`src/rtl/ap_ctrl_txn_recorder.sv`:
```
// Records ap_ctrl_hs transactions on a monitored kernel: timestamps start and done,
// pairs them in order and streams {id, start, done, latency} records to a trace sink.
module ap_ctrl_txn_recorder #(
  parameter int TS_W    = 32,
  parameter int MAX_OUT = 4,
  parameter int DEPTH   = 8,
  parameter int ID_W    = 16
) (
  input  logic            ap_clk,
  input  logic            ap_rst_n,
  input  logic            enable,
  input  logic            mon_ap_start,
  input  logic            mon_ap_ready,
  input  logic            mon_ap_done,
  input  logic            mon_ap_continue,
  output logic            rec_valid,
  input  logic            rec_ready,
  output logic [ID_W-1:0] rec_id,
  output logic [TS_W-1:0] rec_start_ts,
  output logic [TS_W-1:0] rec_done_ts,
  output logic [TS_W-1:0] rec_latency,
  output logic [15:0]     drop_cnt,
  output logic            orphan_done,
  output logic            busy
);

  localparam int SQ_AW = (MAX_OUT > 1) ? $clog2(MAX_OUT) : 1;
  localparam int RF_AW = (DEPTH > 1) ? $clog2(DEPTH) : 1;

  typedef enum logic {IDLE, RUN} state_e;

  typedef struct packed {
    logic [ID_W-1:0] id;
    logic [TS_W-1:0] start_ts;
    logic [TS_W-1:0] done_ts;
  } rec_t;

  state_e          state_q;
  logic [TS_W-1:0] ts_q;
  logic [ID_W-1:0] id_q;
  logic [15:0]     drop_q;
  logic            orphan_q;

  logic [TS_W-1:0] sq_mem [MAX_OUT];
  logic [SQ_AW-1:0] sq_wr_q, sq_rd_q;
  logic [SQ_AW:0]   sq_cnt_q;

  rec_t            rf_mem [DEPTH];
  logic [RF_AW-1:0] rf_wr_q, rf_rd_q;
  logic [RF_AW:0]   rf_cnt_q;

  logic start_fire, done_fire, bypass;
  logic sq_empty, sq_full, sq_push, sq_pop, start_drop;
  logic rec_push, rf_full, rf_push, rf_pop, rec_drop, orphan_evt;
  logic [16:0] drop_sum;
  rec_t rec_new, rec_head;

  // Start events are only recognised on the IDLE->start edge of the handshake.
  assign start_fire = enable && (state_q == IDLE) && mon_ap_start;
  assign done_fire  = enable && mon_ap_done && mon_ap_continue;

  assign sq_empty   = (sq_cnt_q == '0);
  assign sq_full    = (sq_cnt_q == (SQ_AW+1)'(MAX_OUT));
  assign bypass     = done_fire && sq_empty && start_fire;
  assign sq_pop     = done_fire && !sq_empty;
  assign sq_push    = start_fire && !bypass && (!sq_full || sq_pop);
  assign start_drop = start_fire && !bypass && sq_full && !sq_pop;
  assign orphan_evt = done_fire && sq_empty && !start_fire;

  assign rec_push = sq_pop || bypass;
  assign rec_new  = '{id: id_q, start_ts: (sq_pop ? sq_mem[sq_rd_q] : ts_q), done_ts: ts_q};

  assign rec_valid = (rf_cnt_q != '0);
  assign rf_full   = (rf_cnt_q == (RF_AW+1)'(DEPTH));
  assign rf_pop    = rec_valid && rec_ready;
  assign rf_push   = rec_push && (!rf_full || rf_pop);
  assign rec_drop  = rec_push && !rf_push;

  assign drop_sum = {1'b0, drop_q} + 17'(start_drop) + 17'(rec_drop);

  // Data is gated by rec_valid so the unreset storage never shows at the port.
  assign rec_head     = rf_mem[rf_rd_q];
  assign rec_id       = rec_valid ? rec_head.id : '0;
  assign rec_start_ts = rec_valid ? rec_head.start_ts : '0;
  assign rec_done_ts  = rec_valid ? rec_head.done_ts : '0;
  assign rec_latency  = rec_valid ? (rec_head.done_ts - rec_head.start_ts) : '0;

  assign drop_cnt    = drop_q;
  assign orphan_done = orphan_q;
  assign busy        = !sq_empty;

  // NOTE: storage arrays carry no reset; validity lives entirely in the reset counters.
  always_ff @(posedge ap_clk) begin
    if (sq_push) sq_mem[sq_wr_q] <= ts_q;
    if (rf_push) rf_mem[rf_wr_q] <= rec_new;
  end

  always_ff @(posedge ap_clk or negedge ap_rst_n) begin
    if (!ap_rst_n) begin
      state_q  <= IDLE;
      ts_q     <= '0;
      id_q     <= '0;
      drop_q   <= '0;
      orphan_q <= 1'b0;
      sq_wr_q  <= '0;
      sq_rd_q  <= '0;
      sq_cnt_q <= '0;
      rf_wr_q  <= '0;
      rf_rd_q  <= '0;
      rf_cnt_q <= '0;
    end else begin
      if (enable) ts_q <= ts_q + 1'b1;

      if (!enable) begin
        state_q <= IDLE;
      end else begin
        case (state_q)
          IDLE:    if (mon_ap_start && !mon_ap_ready) state_q <= RUN;
          RUN:     if (mon_ap_ready) state_q <= IDLE;
          default: state_q <= IDLE;
        endcase
      end

      if (sq_push) sq_wr_q <= (sq_wr_q == SQ_AW'(MAX_OUT-1)) ? '0 : sq_wr_q + 1'b1;
      if (sq_pop)  sq_rd_q <= (sq_rd_q == SQ_AW'(MAX_OUT-1)) ? '0 : sq_rd_q + 1'b1;
      sq_cnt_q <= sq_cnt_q + (SQ_AW+1)'(sq_push) - (SQ_AW+1)'(sq_pop);

      if (rf_push) rf_wr_q <= (rf_wr_q == RF_AW'(DEPTH-1)) ? '0 : rf_wr_q + 1'b1;
      if (rf_pop)  rf_rd_q <= (rf_rd_q == RF_AW'(DEPTH-1)) ? '0 : rf_rd_q + 1'b1;
      rf_cnt_q <= rf_cnt_q + (RF_AW+1)'(rf_push) - (RF_AW+1)'(rf_pop);

      // The id advances for every formed record, including ones lost to a full FIFO.
      if (rec_push)   id_q     <= id_q + 1'b1;
      if (orphan_evt) orphan_q <= 1'b1;
      drop_q <= drop_sum[16] ? 16'hFFFF : drop_sum[15:0];
    end
  end

endmodule

```
`config.mk`:
```
export PLATFORM = sky130hd
export DESIGN_NAME = ap_ctrl_txn_recorder
export DESIGN_NICKNAME = d
export VERILOG_FILES = /design/src/rtl/ap_ctrl_txn_recorder.sv
export SDC_FILE = /design/constraint.sdc
export NUM_CORES = 1
export LEC_CHECK = 0
export BUFFER_PORTS_ARGS = -buffer_cell sky130_fd_sc_hd__buf_2
export CAP_MARGIN = 30
export CORE_MARGIN = 2
export CORE_UTILIZATION = 42
export CTS_BUF_LIST = sky130_fd_sc_hd__clkbuf_8 sky130_fd_sc_hd__clkbuf_16
export DETAILED_ROUTE_END_ITERATION = 8
export SETUP_SLACK_MARGIN = 0.5
export SLEW_MARGIN = 20
export SYNTH_ARGS = -nofsm -noshare
export SYNTH_HDL_FRONTEND = slang
export SYNTH_SLANG_ARGS = --single-unit
```
`constraint.sdc`:
```
create_clock -name ap_clk -period 11.85 [get_ports ap_clk]
set_input_delay 1.185 -clock ap_clk [delete_from_list [all_inputs] [get_ports ap_clk]]
set_output_delay 1.185 -clock ap_clk [all_outputs]
set_load 0.05 [all_outputs]
```
==> results of run 1 <==
==> routing by layer <==
layer	GRT usage	vias to the layer above	wire length, um
met5	0	-	0
met4	0.0543	0	1660
met3	0.0365	114	5050
met2	0.314	567	40100
met1	0.271	9606	35700
li1	-	7855	-
==> critical path: cells and delay by family, from the launching register on <==
| family | cells | cell delay (ps) |
|---|---|---|
| buf+inv | 3 | 1110 |
| flops | 1 | 730 |
| mux | 2 | 1020 |
| fa+ha+maj | 1 | 320 |
| simple gates | 2 | 590 |
| compound gates | 5 | 1720 |
==> cell type report <==
type	instances	area (um^2)	area share
clock buffers	90	2250	0.0559
clock inverters	70	815	0.0202
inverters	31	116	0.00289
multi-input cells	913	9590	0.238
flip-flops and latches	851	25200	0.625
well taps	1080	1350	0.0336
repair buffers	172	978	0.0243
==> how the worst min path moves through the flow <==
stage,start,to,slack [ps],depth (start not counted)
global placement,orphan_done$_DFFE_PN0P_,orphan_done$_DFFE_PN0P_,480,1
detailed placement,orphan_done$_DFFE_PN0P_,orphan_done$_DFFE_PN0P_,470,1
CTS,ap_rst_n,state_q$_DFF_PN0_,420,1
global route,ap_rst_n,state_q$_DFF_PN0_,440,1
finish,ap_rst_n,drop_cnt[10]$_DFF_PN0_,450,1
floorplan,rf_cnt_q[0]$_DFF_PN0_,rf_cnt_q[0]$_DFF_PN0_,480,1
==> stage by stage <==
step                      cell area (um^2)  hold slack [ps]  utilization  cells
after floorplan                      35100              479            -   1874
after global placement               37200              476        0.446   3045
after detailed placement             37200              473        0.446   3045
after CTS                            40200              418        0.483   3205
after global routing                 40300              443        0.483   3207
final                                40300              449        0.483   3207
==> cell usage in the layout (no fill, tap or decap), types with 7 or more instances in the layout <==
master / count
nand4_1: 25
nand2b_1: 12
and2_1: 40
mux2_2: 71
o21a_1: 7
edfxtp_1: 768
clkinv_2: 20
nand2_1: 65
dfrtp_1: 79
nor2_1: 91
buf_2: 138
xnor2_1: 50
a21oi_1: 42
o21ai_0: 28
nand3_1: 27
clkinv_1: 13
a21o_1: 20
and3_1: 12
mux4_2: 192
nor3_1: 23
inv_1: 40
clkbuf_16: 90
ha_1: 52
buf_4: 32
xor2_1: 22
mux2i_1: 53
bufinv_16: 17
==> flip-flops by register name (all words and copies together), names as in the netlist <==
signal       flops
sq_wr_q          2
ts_q            32
drop_cnt        16
rf_cnt_q         4
rf_mem         640
sq_cnt_q         3
id_q            16
rf_rd_q          3
sq_rd_q          2
sq_mem         128
state_q          1
orphan_done      1
rf_wr_q          3
==> kinds of logic after synthesis <==
kind of cell | after synthesis
muxes | 316
xor gates and xnor gates | 72
and+or+nand+nor | 338
DFF | 851
AOI/OAI and AO/OA | 131
buffers and inverters | 110
adders and majority gates | 56
==> impl_metrics.ini, run 1 <==
[global_route]
grt_max_degree = 107
antenna_found_initial = 1
grt_pass1_vias = 18895
grt_overflow = 0
grt_pass1_wl_mm = 123
globalRouteTotalUtil = 0.194

[flow_run]
maxCapViolations = 0

[min_path]
hold_path_class = in2async

[sta]
skew_ps = 25.6
drv_slew = 0
fin_tns_setup_ps = 0
finalSetupViolCount = 0
fin_crit_ps = 7550
rsz0062_at_grt = false
tightest_slew_ps = 1010
finalWorstSetupSlack_ps = 4300
finalHoldViolations = 0
timing.fmax_mhz = 132
fin_crit_sh = 0.637
maxSlewHeadroom = 0.328

[synthesis]
synth_cell_types = 57
synth.ff_latch_count = 851
synth_fp_nets = 1938
synth_top_family_by_area = multiplexers
synthTopCellsByCount = edfxtp_1 (768), mux4_2 (192), nor2_1 (95)
syn_avg_cell_area_um2 = 18.7
synthCells = 1874
synthTopCellsByArea = edfxtp_1 (66%), mux4_2 (12%), dfrtp_1 (5.9%), mux2_2 (2.3%), ha_1 (1.9%)
yosysWarnings = 0
synth_top_area_share = 0.656
yosysTopAreaCell = edfxtp_1
synth-seq-area-share = 0.715
synth_xor_area_frac = 0.0179
ys.flop_type = edfxtp_1
synthAdderAreaFrac = 0.0208
synthMuxAreaShare = 0.161
yosysMostFrequentCell = edfxtp_1
yosys.area_share.simple = 0.0481
async_flop_share = 0.0975
synth-edff-count = 768
synth_compound_area_frac = 0.0233
syn_area_mm2 = 0.0351

[clock_network]
cts-root-buf = clkbuf_16
cts_setup_buffers = 0
cts_hold_buffers = 0
clkSlewWorstSetupHoldPaths_ps = 60
post_cts_resized = 0
clock_latency_ps = 640
cts.sinks = 851
h-tree-depth = 3
tritoncts = built
clk_path_buf_depth = 3
numCtsBuffers = 88

[die]
initial_utilization = 0.422
die_h_um = 293
core_area_mm2 = 0.0833
io_pins = 139
die_area_mm2 = 0.0860
die_x_um = 293
rows = 106

[critical_path]
path_cells = buf_12, mux4_2, mux2i_1, inv_1, ha_1, and2b_2, o2111ai_1, a21oi_1, o21ai_0, a211oi_1, o21a_1, nor3_1, buf_2
crit_type = reg2out
crit_path_start = rf_rd_q[0]$_DFFE_PN0P_
rr_worst_depth = 7
cpPeakStageDelay_ps = 730
crit_required_ps = 10670
arrival_ps = 6370
r2r-start = state_q$_DFF_PN0_
slowest_stage = dfrtp_4
reg2reg_slack_ps = 7790
endpoint = rec_latency[15]
startpoint_type = flip-flop
cp-end-kind = output pin
crit_fanout = 106
r2r_end = rf_mem[2][10]$_DFFE_PP_

[drt]
antenna_left = 0
first_pass_iters = 5
vias = 18142
wl_per_cell_um = 25.7
viasPerCell = 5.66
drc = 0
wl_mm = 82.5
drt_first_iter_violations = 1575

[place]
gp_congestion = 0.926
place.port_buffers = 138
dp_hpwl_mm = 47.5
pre_cts_ws_ps = 5020

[finish]
n_antenna_cell = 0
nets = 2121
drive_above_1_share = 0.282
syn_to_final_growth_pct = 14.6
nFillCells = 6861

[run_status]
status = completed
Power of run 1 is not shown: default switching activity piles up to over one toggle a cycle in this logic, so the estimate is an artifact.
==> run 2, diff against run 1 <==
- clock period: 11.85 -> 6.5 ns (I/O delays scaled with it)
==> run 2 against run 1 <==
Clock-buffer cell count up 10. Register-to-register slack worse by 4600 ps. Worst hold slack worse by 300 ps. Via count about the same. Final area up 0.65%. Flip-flop and latch count unchanged. Clock skew up 4.2 ps. Critical endpoint unchanged. Largest cell class unchanged. Highest routed layer unchanged.
==> impl_metrics.ini, run 2 (synthesis results as in run 1) <==
[run_status]
status = completed

[clock_network]
clk_path_buf_depth = 3
cts-root-buf = clkbuf_16
clock_latency_ps = 650
tritoncts = built
h-tree-depth = 3
clkSlewWorstSetupHoldPaths_ps = 60
numCtsBuffers = 89
cts.sinks = 851

[critical_path]
reg2reg_slack_ps = 3180
path_cells = mux4_2, mux2i_1, inv_1, ha_1, and2b_2, o2111ai_1, a21oi_1, o21ai_1, a211oi_1, o21a_1, nor3_1, buf_2
cpPeakStageDelay_ps = 670
crit_fanout = 13
startpoint_type = flip-flop
slowest_stage = dfrtp_4
crit_type = reg2out
cp_num_buf_inv = 2
crit_required_ps = 5850
r2r_end = drop_cnt[8]$_DFF_PN0_
rr_worst_depth = 13
crit_family = compound AO/OA/AOI/OAI gates
r2r-start = state_q$_DFF_PN0_
cp-end-kind = output pin
arrival_ps = 5120

[min_path]
holdPathStages = 2
hold_path_class = in2reg
worstHoldStart = mon_ap_ready
hold_end = state_q$_DFF_PN0_

[die]
io_pins = 139
die_x_um = 293
initial_utilization = 0.422
die_h_um = 293
core_area_mm2 = 0.0833
die_area_mm2 = 0.0860
rows = 106

[finish]
final_cell_mix = edfxtp_1 (768), mux4_2 (192), buf_2 (138)
post-route-cell-area_mm2 = 0.0405
syn_to_final_growth_pct = 15.3
drive_above_1_share = 0.284
n_antenna_cell = 0
largest-register = rf_mem
final_cells = 3230
final_common_cell = edfxtp_1
reg_top3 = rf_mem x640, sq_mem x128, ts_q x32
final_core_util = 0.486
nets = 2137
largest_reg_flops = 640

[sta]
drv_slew = 0
tightest_slew_ps = 898
maxSlewHeadroom = 0.402
timing.fmax_mhz = 173
finalHoldViolations = 0
rsz0062_at_grt = false
finalSetupViolCount = 0
skew_ps = 29.8
fin_crit_sh = 0.888
fin_crit_ps = 5770

[place]
postPlaceCellArea_mm2 = 0.0374
gp_congestion = 0.879
dp_hpwl_mm = 47.5
place.port_buffers = 138
post-place-cells = 3058

[global_route]
grt_pass1_vias = 18570
grt_pass1_wl_mm = 122
grt_overflow = 0
antenna_found_initial = 7
globalRouteTotalUtil = 0.192
grt_max_degree = 81

[flow_run]
maxCapViolations = 0

[drt]
drt_first_iter_violations = 1589
wl_per_cell_um = 25.5
wl_mm = 82.3
viasPerCell = 5.62
antenna_left = 0
drc = 0
vias = 18159
first_pass_iters = 5
## run 2: cell count changes in the layout (fill, tap and decap cells not counted), sizes merged, moves of 8 or more
cell / previous run / this run
buf: 172 / 186
bufinv: 17 / 9
clkinv: 35 / 26
clkbuf: 90 / 100
inv: 45 / 59
## run 2: repair_timing
item | 4_1_cts | 5_1_grt
resized for setup | 1 | 1
buffers inserted | 0 | 2
hold buffers | 1 | 0
setup endpoints to repair | 2 | 10
endpoints found under the hold margin | 31 | 0
## run 2: per-layer routing
metal / wire (um) / global-route usage / part of all wire / up-vias
li1: - / - / - / 7903
met1: 35800 / 0.270 / 0.44 / 9560
met2: 39800 / 0.308 / 0.48 / 589
met3: 5060 / 0.0384 / 0.061 / 107
met4: 1620 / 0.0497 / 0.020 / 0
met5: 0 / 0 / 0 / -
## run 2: stage by stage
step / hold WS [ps] / worst slack (ps) / TNS, ps
finish: 150 / 727 / 0
global route: 133 / 515 / 0
detailed placement: 475 / 1060 / 0
CTS: 116 / 508 / 0
floorplan: 354 / -1400 / -353690
global placement: 466 / 1040 / 0
## run 2: layout make-up
type	count	area, um^2
clock inverter	68	669
tap	1080	1350
inverter	31	116
clock buffer	100	2380
multi-input combinational	913	9600
timing repair buffer	187	1240
sequential	851	25200
fill	6855	42800
## run 2: worst max-delay path by stage
stage	from	end	slack [ps]	depth (start not counted)
floorplan	enable	rf_mem[2][0]$_DFFE_PP_	-1400	7
global placement	rf_rd_q[0]$_DFFE_PN0P_	rec_latency[15]	1040	11
detailed placement	rf_rd_q[0]$_DFFE_PN0P_	rec_latency[15]	1060	12
CTS	rf_rd_q[0]$_DFFE_PN0P_	rec_latency[22]	510	11
global route	rf_rd_q[0]$_DFFE_PN0P_	rec_latency[26]	510	11
finish	rf_rd_q[0]$_DFFE_PN0P_	rec_latency[15]	730	12
## run 2: worst reg2reg max path, delay by kind of cell (launching register included)
kind            cells  cell delay, ps
compound gates      1             160
fa+ha+maj           2             640
buf+inv             2             310
flops               1             370
simple gates        8            1760
Power of run 2 is left out for the same reason.
